`src/rtl/alu_issue_unit.sv`:
```
// Issue/capture sequencer for an external combinational ALU: registers one request,
// waits SETTLE cycles for the ALU to settle, then holds the sampled result until consumed.
module alu_issue_unit #(
    parameter int WIDTH  = 8,
    parameter int SEL_W  = 4,
    parameter int SETTLE = 1
) (
    input  logic             clk,
    input  logic             rst,
    input  logic             req_valid,
    output logic             req_ready,
    input  logic [WIDTH-1:0] req_a,
    input  logic [WIDTH-1:0] req_b,
    input  logic [SEL_W-1:0] req_sel,
    output logic [WIDTH-1:0] alu_a,
    output logic [WIDTH-1:0] alu_b,
    output logic [SEL_W-1:0] alu_sel,
    input  logic [WIDTH-1:0] alu_out,
    input  logic             alu_carry,
    output logic             rsp_valid,
    input  logic             rsp_ready,
    output logic [WIDTH-1:0] rsp_result,
    output logic             rsp_carry,
    output logic [SEL_W-1:0] rsp_sel,
    output logic [15:0]      op_count
);

    // A settle time below one cycle is meaningless; clamp it.
    localparam int SETTLE_EFF = (SETTLE < 1) ? 1 : SETTLE;
    localparam int CNT_W      = $clog2(SETTLE_EFF + 1);
    localparam logic [CNT_W-1:0] SETTLE_LOAD = CNT_W'(SETTLE_EFF);
    localparam logic [CNT_W-1:0] CNT_ONE     = CNT_W'(1);

    localparam logic [1:0] ST_IDLE   = 2'd0;
    localparam logic [1:0] ST_SETTLE = 2'd1;
    localparam logic [1:0] ST_RESP   = 2'd2;

    logic [1:0]       state_q, state_d;
    logic [CNT_W-1:0] cnt_q, cnt_d;
    logic [WIDTH-1:0] alu_a_q, alu_a_d;
    logic [WIDTH-1:0] alu_b_q, alu_b_d;
    logic [SEL_W-1:0] alu_sel_q, alu_sel_d;
    logic [WIDTH-1:0] rsp_result_q, rsp_result_d;
    logic             rsp_carry_q, rsp_carry_d;
    logic [SEL_W-1:0] rsp_sel_q, rsp_sel_d;
    logic [15:0]      op_count_q, op_count_d;

    always_comb begin
        state_d      = state_q;
        cnt_d        = cnt_q;
        alu_a_d      = alu_a_q;
        alu_b_d      = alu_b_q;
        alu_sel_d    = alu_sel_q;
        rsp_result_d = rsp_result_q;
        rsp_carry_d  = rsp_carry_q;
        rsp_sel_d    = rsp_sel_q;
        op_count_d   = op_count_q;
        case (state_q)
            ST_IDLE: begin
                if (req_valid) begin
                    alu_a_d   = req_a;
                    alu_b_d   = req_b;
                    alu_sel_d = req_sel;
                    cnt_d     = SETTLE_LOAD;
                    state_d   = ST_SETTLE;
                end
            end
            ST_SETTLE: begin
                cnt_d = cnt_q - CNT_ONE;
                // The edge on which the counter reaches zero is the sampling edge.
                if (cnt_q == CNT_ONE) begin
                    rsp_result_d = alu_out;
                    rsp_carry_d  = alu_carry;
                    rsp_sel_d    = alu_sel_q;
                    state_d      = ST_RESP;
                end
            end
            ST_RESP: begin
                if (rsp_ready) begin
                    op_count_d = op_count_q + 16'd1;
                    state_d    = ST_IDLE;
                end
            end
            default: state_d = ST_IDLE;
        endcase
    end

    always_ff @(posedge clk or posedge rst) begin
        if (rst) begin
            state_q      <= ST_IDLE;
            cnt_q        <= '0;
            alu_a_q      <= '0;
            alu_b_q      <= '0;
            alu_sel_q    <= '0;
            rsp_result_q <= '0;
            rsp_carry_q  <= 1'b0;
            rsp_sel_q    <= '0;
            op_count_q   <= 16'd0;
        end else begin
            state_q      <= state_d;
            cnt_q        <= cnt_d;
            alu_a_q      <= alu_a_d;
            alu_b_q      <= alu_b_d;
            alu_sel_q    <= alu_sel_d;
            rsp_result_q <= rsp_result_d;
            rsp_carry_q  <= rsp_carry_d;
            rsp_sel_q    <= rsp_sel_d;
            op_count_q   <= op_count_d;
        end
    end

    assign req_ready  = (state_q == ST_IDLE);
    assign rsp_valid  = (state_q == ST_RESP);
    assign alu_a      = alu_a_q;
    assign alu_b      = alu_b_q;
    assign alu_sel    = alu_sel_q;
    assign rsp_result = rsp_result_q;
    assign rsp_carry  = rsp_carry_q;
    assign rsp_sel    = rsp_sel_q;
    assign op_count   = op_count_q;

endmodule

```
`config.mk`:
```
export PLATFORM = sky130hd
export DESIGN_NAME = alu_issue_unit
export DESIGN_NICKNAME = d
export VERILOG_FILES = /design/src/rtl/alu_issue_unit.sv
export SDC_FILE = /design/constraint.sdc
export NUM_CORES = 1
export LEC_CHECK = 0
export ABC_AREA = 1
export CAP_MARGIN = 25
export CORE_MARGIN = 2
export CORE_UTILIZATION = 45
export DETAILED_ROUTE_END_ITERATION = 10
export GPL_TIMING_DRIVEN = 0
export PLACE_DENSITY = 0.81
export SLEW_MARGIN = 20
export SYNTH_ARGS = -nofsm -noshare
export SYNTH_HDL_FRONTEND = slang
export SYNTH_SLANG_ARGS = --single-unit
export TNS_END_PERCENT = 5
```
`constraint.sdc`:
```
create_clock -name clk -period 3.15 [get_ports clk]
set_input_delay 0.945 -clock clk [delete_from_list [all_inputs] [get_ports clk]]
set_output_delay 0.945 -clock clk [all_outputs]
set_load 0.005 [all_outputs]
```
==> results by group, run 1 <==
Pwr
  – Overall power: 2.638 mW
  – Worst vdd ir: 0.0004995 V
  – Int Power: 1.850 mW
  – Pleak: 1.555 nW
  – Cell Pwr Density: 802.9 nW/um^2
  – Seq pwr share: 41.6%
  – Sw frac: 29.87%
  – Net Sw Power: 0.7879 mW
  – Gate power share: 44.5%
  – Clock Power Share: 13.9%

Route
  – Iteration-0 DRC count of the detailed router: 66
  – Wire per inst: 12.42 um
  – First drt pass iteration count: 4
  – Post-Route WL: 4546 um
  – Post-route DRC: 0
  – Vias after detailed routing: 1713
  – Routed Antenna Nets: 0
  – Via-per-instance ratio: 4.680

Timing
  – RSZ-0062 raised after global routing: false
  – Fin crit period: 2.403 ns
  – Worst Tran Pin Value: 0.5284 ns
  – Final Cycle Share: 76.30%
  – Slew Limit Headroom: 64.72%
  – Setup_tns: 0 ns
  – Final Max Tran Viols: 0
  – Setup Viol. Count Final: 0
  – Clock skew: 0.004173 ns
  – Worst Hold Slack: 0.4824 ns
  – Final Hold Vio Count: 0
  – Fmax: 416.1 MHz

Critical path
  – Worst r2r src: op_count[1]
  – Delay-heaviest family, CP: buffers and inverters
  – Slowest cell on the critical path: clkdlybuf4s50_1
  – Crit path buf inv count: 1
  – Critical Path RT: 2.20 ns
  – Crit-path max cell delay: 0.54 ns
  – Setup CP Type: flip-flop to output pin
  – CP Launch Type: flip-flop
  – Critical path fanouts, max: 5
  – Cells along the critical path: nor2_2, clkdlybuf4s50_1
  – Origin of the worst setup path: state_q[1]
  – Arr. time, crit path: 1.46 ns
  – CP Capture Type: output pin

Global routing
  – Number of global-route vias before repair: 1712
  – First-pass GRT wire length: 7576 um
  – Total global-route track usage: 17.46%
  – Total grt overflow: 0
  – Antenna violations before repair: 0
  – Largest net degree at the start of global routing: 29

Finish
  – Final layout net count: 332
  – # diodes: 0
  – Area growth, synth to finish: 45.24%
  – Final Core Density: 68.65%
  – Fraction of layout cells with a size suffix above 1: 15.38%
  – Filler-free cell count of the finished design: 366

Floorplan
  – Std cell rows: 25
  – Core Region: 4786 um^2
  – Die width: 74.90 um
  – IO Count: 84
  – Starting Density: 47.27%
  – Chip height: 74.90 um
  – Die area: 5610 um^2

Placement
  – Placed Instances: 358
  – Gpl congestion: 0.8187
  – Port Buf Inserts: 83
  – Detail Placement HPWL: 3535 um

CTS
  – Setup repair bufs after CTS: 0
  – # resized after CTS: 0
  – CTS Root Cell: clkbuf_8
  – H-tree Lvls: 2
  – CTS Hold Bufs: 0
  – CTS tree: done
  – Register clock-pin slew on the reported worst setup and hold paths: 0.09 ns
  – Max clock buf depth: 2
  – Clock latency on the worst-skew pair: 0.29 ns
  – CTS buffer count: 5
  – CTS sink cnt: 52

Logic synthesis
  – Post-synth EDFFs: 0
  – Ys flop type: dfrtp_1
  – Synthesized flop and latch total: 52
  – Avg Cell Area, Syn: 10.93 um^2
  – Synth cell types: 26
  – Yosys Warn Count: 0
  – Ys async rst share: 100.0%
  – Register area share after synthesis: 57.52%
  – Cells after Synth: 207
  – Synthesized area: 2262 um^2
  – Synthesized net count: 241

Hold path
  – Hold Crit Start: rsp_result[3]
  – Worst hold path class: flip-flop to flip-flop

Outcome
  – Outcome: completed

Flow run
  – Max Cap Viol: 0
-- through the flow --
stage | instance area [um^2] | setup WS, ns
after global routing | 3286 | 0.6731
final | 3286 | 0.7467
after floorplan | 2262 | 0.9471
after detailed placement | 3197 | 0.9131
after global placement | 3177 | -0.01733
after CTS | 3286 | 0.7396
-- routing by layer --
metal	GRT usage (%)	share of wire, %	vias to the layer above
li1	-	-	840
met1	22.14	43	815
met2	29.73	49	53
met3	4.418	6.3	5
met4	4.762	1.1	0
met5	0	0	-
-- sequential cells by signal, summed over array words and instances, names as in the netlist --
| register | flops |
|---|---|
| rsp_sel | 4 |
| state_q | 2 |
| rsp_carry | 1 |
| alu_sel | 4 |
| cnt_q | 1 |
| op_count | 16 |
| alu_b | 8 |
| rsp_result | 8 |
| alu_a | 8 |
-- worst paths after layout --
kind	slack (ns)	depth (start not counted)	to
worst min-delay path	0.48	2	rsp_result[3]
min in group asynchronous	1.01	2	alu_a[7]
worst max register to register	1.76	6	op_count[14]
max in group asynchronous	1.62	3	cnt_q
worst min register to register	0.48	2	rsp_result[3]
worst max-delay path	0.75	2	req_ready
-- final cells by class --
type / count / area (um^2)
repair buffers: 84 / 850.8
flip-flops and latches: 52 / 1301
multi-input cells: 134 / 862.1
well taps: 67 / 83.83
fillers: 386 / 1500
clock buffers: 6 / 72.57
clock inverters: 2 / 16.27
plain buffers: 4 / 35.03
inverters: 17 / 63.81
-- placed cells by master, fill, tap and decap left out, drive strengths merged --
master	synthesis	final
clkbuf	0	6
mux2	20	20
xor2	5	5
nor2	13	13
clkinv	0	1
ha	1	1
buf	4	5
nand3	8	8
dfrtp	52	52
o21ai	2	2
clkdlybuf4s50	0	83
a21oi	1	1
o31ai	1	1
clkinvlp	0	1
nor3	3	3
nand2	71	71
nand4	2	2
inv	17	17
o21bai	1	1
xnor2	6	6
-- worst min-delay path: cells and delay by family, from the launching register on --
family / cells / cell delay, ns
flops: 1 / 0.35
simple gates: 2 / 0.10
-- logic make-up (layout without fill, tap and decap cells) --
logic type	Yosys count	count (layout)	synth area share (%)
AOI/OAI and AO/OA	5	5	1.327
xor gates and xnor gates	11	11	4.259
adders and majority gates	1	1	0.5530
buffers and inverters	21	113	4.369
DFF	52	52	57.52
muxes	20	20	12.94
and+or+nand+nor	97	97	19.03
-- power by group through the flow --
stage	combinational, mW	sequential (mW)	clock, mW
floorplan	0.529	1.11	0
global placement	1.15	1.10	0
detailed placement	1.19	1.11	0
CTS	1.19	1.10	0.382
global route	1.28	1.13	0.400
finish	1.17	1.10	0.367
-- synth_stat cells (all sizes together), types with 2 or more instances --
library cell,count,share of area [%]
buf,4,1.5
nand2,71,12
dfrtp,52,58
xnor2,6,2.3
xor2,5,1.9
nand3,8,2.3
nor3,3,0.88
mux2,20,13
nor2,13,3.0
inv,17,2.8
o21ai,2,0.44
nand4,2,0.55
(Power assumes the default switching activity.)
==> inputs of run 2 (changes only) <==
--- a/config.mk
+++ b/config.mk
@@ -8,10 +8,10 @@
 export ABC_AREA = 1
 export CAP_MARGIN = 25
 export CORE_MARGIN = 2
-export CORE_UTILIZATION = 45
+export CORE_UTILIZATION = 40
 export DETAILED_ROUTE_END_ITERATION = 10
 export GPL_TIMING_DRIVEN = 0
-export PLACE_DENSITY = 0.81
+export PLACE_DENSITY = 0.76
 export SLEW_MARGIN = 20
 export SYNTH_ARGS = -nofsm -noshare
 export SYNTH_HDL_FRONTEND = slang
==> constraint.sdc (replaced) <==
create_clock -name clk -period 2.2 [get_ports clk]
set_input_delay 0.66 -clock clk [delete_from_list [all_inputs] [get_ports clk]]
set_output_delay 0.66 -clock clk [all_outputs]
set_load 0.005 [all_outputs]
==> run 2 against run 1 <==
Compared with the run above: critical path depth rose by 2; die area increased by 12%; routed wire length grew 0.88%; clock-buffer cell count decreased by 1; clock skew rose by 0.010 ns; hold slack barely moved; cell count rose by 1.1%; utilization is 8.6 points lower; non-clock buffer count unchanged.
==> results by group, run 2 (same netlist as run 1, synthesis figures left out) <==
Route
  – First drt pass iteration count: 4 (unchanged)
  – Via-per-instance ratio: 4.546 (was 4.680)
  – Wire per inst: 12.39 um (was 12.42 um)
  – Routed Antenna Nets: 0 (unchanged)
  – Iteration-0 DRC count of the detailed router: 45 (was 66)
  – Post-Route WL: 4586 um (was 4546 um)
  – Vias after detailed routing: 1682 (was 1713)
  – Post-route DRC: 0 (unchanged)

Timing
  – Setup Viol. Count Final: 0 (unchanged)
  – Slew Limit Headroom: 64.37% (was 64.72%)
  – Final Cycle Share: 94.83%
  – Setup ws final: 0.1137 ns (was 0.7467 ns)
  – Fin crit period: 2.086 ns
  – Worst Hold Slack: 0.4823 ns (was 0.4824 ns)
  – Worst Tran Pin Value: 0.5337 ns (was 0.5284 ns)
  – Setup_tns: 0 ns (unchanged)
  – Final Hold Vio Count: 0 (unchanged)
  – RSZ-0062 raised after global routing: false (unchanged)
  – Final Max Tran Viols: 0 (unchanged)
  – Clock skew: 0.01413 ns (was 0.004173 ns)
  – Fmax: 479.3 MHz

Critical path
  – Critical path fanouts, max: 4 (was 5)
  – Setup CP Type: flip-flop to output pin (unchanged)
  – Critical Path RT: 1.54 ns (was 2.20 ns)
  – CP Launch Type: flip-flop (unchanged)
  – Arr. time, crit path: 1.43 ns (was 1.46 ns)
  – Worst r2r src: op_count[1] (unchanged)
  – Origin of the worst setup path: state_q[0] (was state_q[1])
  – CP Capture Type: output pin (unchanged)

CTS
  – # resized after CTS: 0 (unchanged)
  – CTS tree: done (unchanged)
  – CTS buffer count: 5 (unchanged)
  – Max clock buf depth: 2 (unchanged)
  – Register clock-pin slew on the reported worst setup and hold paths: 0.09 ns (about the same)
  – Setup repair bufs after CTS: 0 (unchanged)
  – CTS Root Cell: clkbuf_8 (unchanged)
  – CTS Hold Bufs: 0 (unchanged)
  – H-tree Lvls: 2 (unchanged)
  – Clock latency on the worst-skew pair: 0.30 ns (was 0.29 ns)
  – CTS sink cnt: 52 (unchanged)

Placement
  – Gpl congestion: 0.8348 (was 0.8187)
  – DP Worst Slack: 0.2251 ns (was 0.9131 ns)
  – Port Buf Inserts: 83 (unchanged)
  – Placed Instance Area: 3203 um^2 (was 3197 um^2)
  – Detail Placement HPWL: 3542 um (was 3535 um)
  – Placed Instances: 363 (was 358)

Pwr
  – Cell Pwr Density: 1143 nW/um^2 (was 802.9 nW/um^2)
  – Worst vdd ir: 0.0005990 V (was 0.0004995 V)
  – Overall power: 3.754 mW (was 2.638 mW)
  – Pleak: 1.554 nW (was 1.555 nW)

Finish
  – Final Core Density: 60.01% (was 68.65%)
  – Final layout net count: 332 (unchanged)
  – Filler-free cell count of the finished design: 370 (was 366)
  – Area growth, synth to finish: 45.19% (was 45.24%)
  – Filler cells: 482 (was 386)
  – Most frequent cells in the layout: 83 x clkdlybuf4s50_1, 67 x nand2_1, 52 x dfrtp_1, 18 x mux2_4, 13 x inv_1 (unchanged)
  – Most common cell after layout, fill and taps aside: clkdlybuf4s50_1 (unchanged)
  – Final Cell Area: 3284 um^2 (was 3286 um^2)
  – Largest register FFs: 16 (unchanged)
  – Fraction of layout cells with a size suffix above 1: 15.44% (was 15.38%)
  – # diodes: 0 (unchanged)

Global routing
  – Antenna violations before repair: 0 (unchanged)
  – Total grt overflow: 0 (unchanged)
  – Number of global-route vias before repair: 1696 (was 1712)
  – Largest net degree at the start of global routing: 29 (unchanged)
  – Total global-route track usage: 15.36% (was 17.46%)
  – First-pass GRT wire length: 7583 um (was 7576 um)

Floorplan
  – Core Region: 5473 um^2 (was 4786 um^2)
  – Std cell rows: 27 (was 25)
  – Starting Density: 41.34% (was 47.27%)
  – Die width: 79.20 um (was 74.90 um)
  – Chip height: 79.20 um (was 74.90 um)
  – IO Count: 84 (unchanged)
  – Die area: 6273 um^2 (was 5610 um^2)

Hold path
  – Hold Crit Start: rsp_result[5] (was rsp_result[3])
  – Worst hold path class: flip-flop to flip-flop (unchanged)

Outcome
  – Outcome: completed (unchanged)

Flow run
  – Max Cap Viol: 0 (unchanged)
## run 2: cell types whose count changed in the layout (fill, tap and decap cells not counted), sizes merged
cell / change
clkbuf: -1
## run 2: power by group
part	internal [mW]	leakage [nW]	switching, mW
Combinational	1.10	0.870	0.575
Clock	0.216	0.0400	0.291
Sequential	1.32	0.644	0.250
## run 2: path summary, 6_finish.rpt
check	cells after the start	to	slack (ns)
max	4	rsp_valid	0.11
min	2	rsp_result[5]	0.48
max reg2reg	6	op_count[14]	0.87
min reg2reg	2	rsp_result[5]	0.48
max in group asynchronous	3	state_q[0]	0.95
min in group asynchronous	2	alu_b[2]	0.71
## run 2: worst max-delay path, stage by stage, from the launching register on
cell and delay, ns:
dfrtp_1 0.41, inv_2 0.11, nand2_1 0.07, inv_1 0.06, clkdlybuf4s50_1 0.49
## run 2: final cells by class
type,instances,area [um^2],area share (%)
Clock inverter,2,12.51,0.3810
Timing Repair Buffer,84,850.8,25.90
Sequential cell,52,1301,39.62
Buffer,4,35.03,1.067
Clock buffer,5,68.82,2.095
Multi-Input combinational cell,134,862.1,26.25
Tap cell,72,90.09,2.743
Inverter,17,63.81,1.943
## run 2: layer usage
metal | global-route usage, % | part of all wire, % | routed length, um | vias to the layer above
met5 | 0 | 0 | 0 | -
met4 | 4.310 | 0.68 | 31 | 0
met3 | 4.886 | 6.3 | 288 | 4
met2 | 25.93 | 48 | 2224 | 50
met1 | 18.95 | 45 | 2042 | 802
li1 | - | - | - | 826
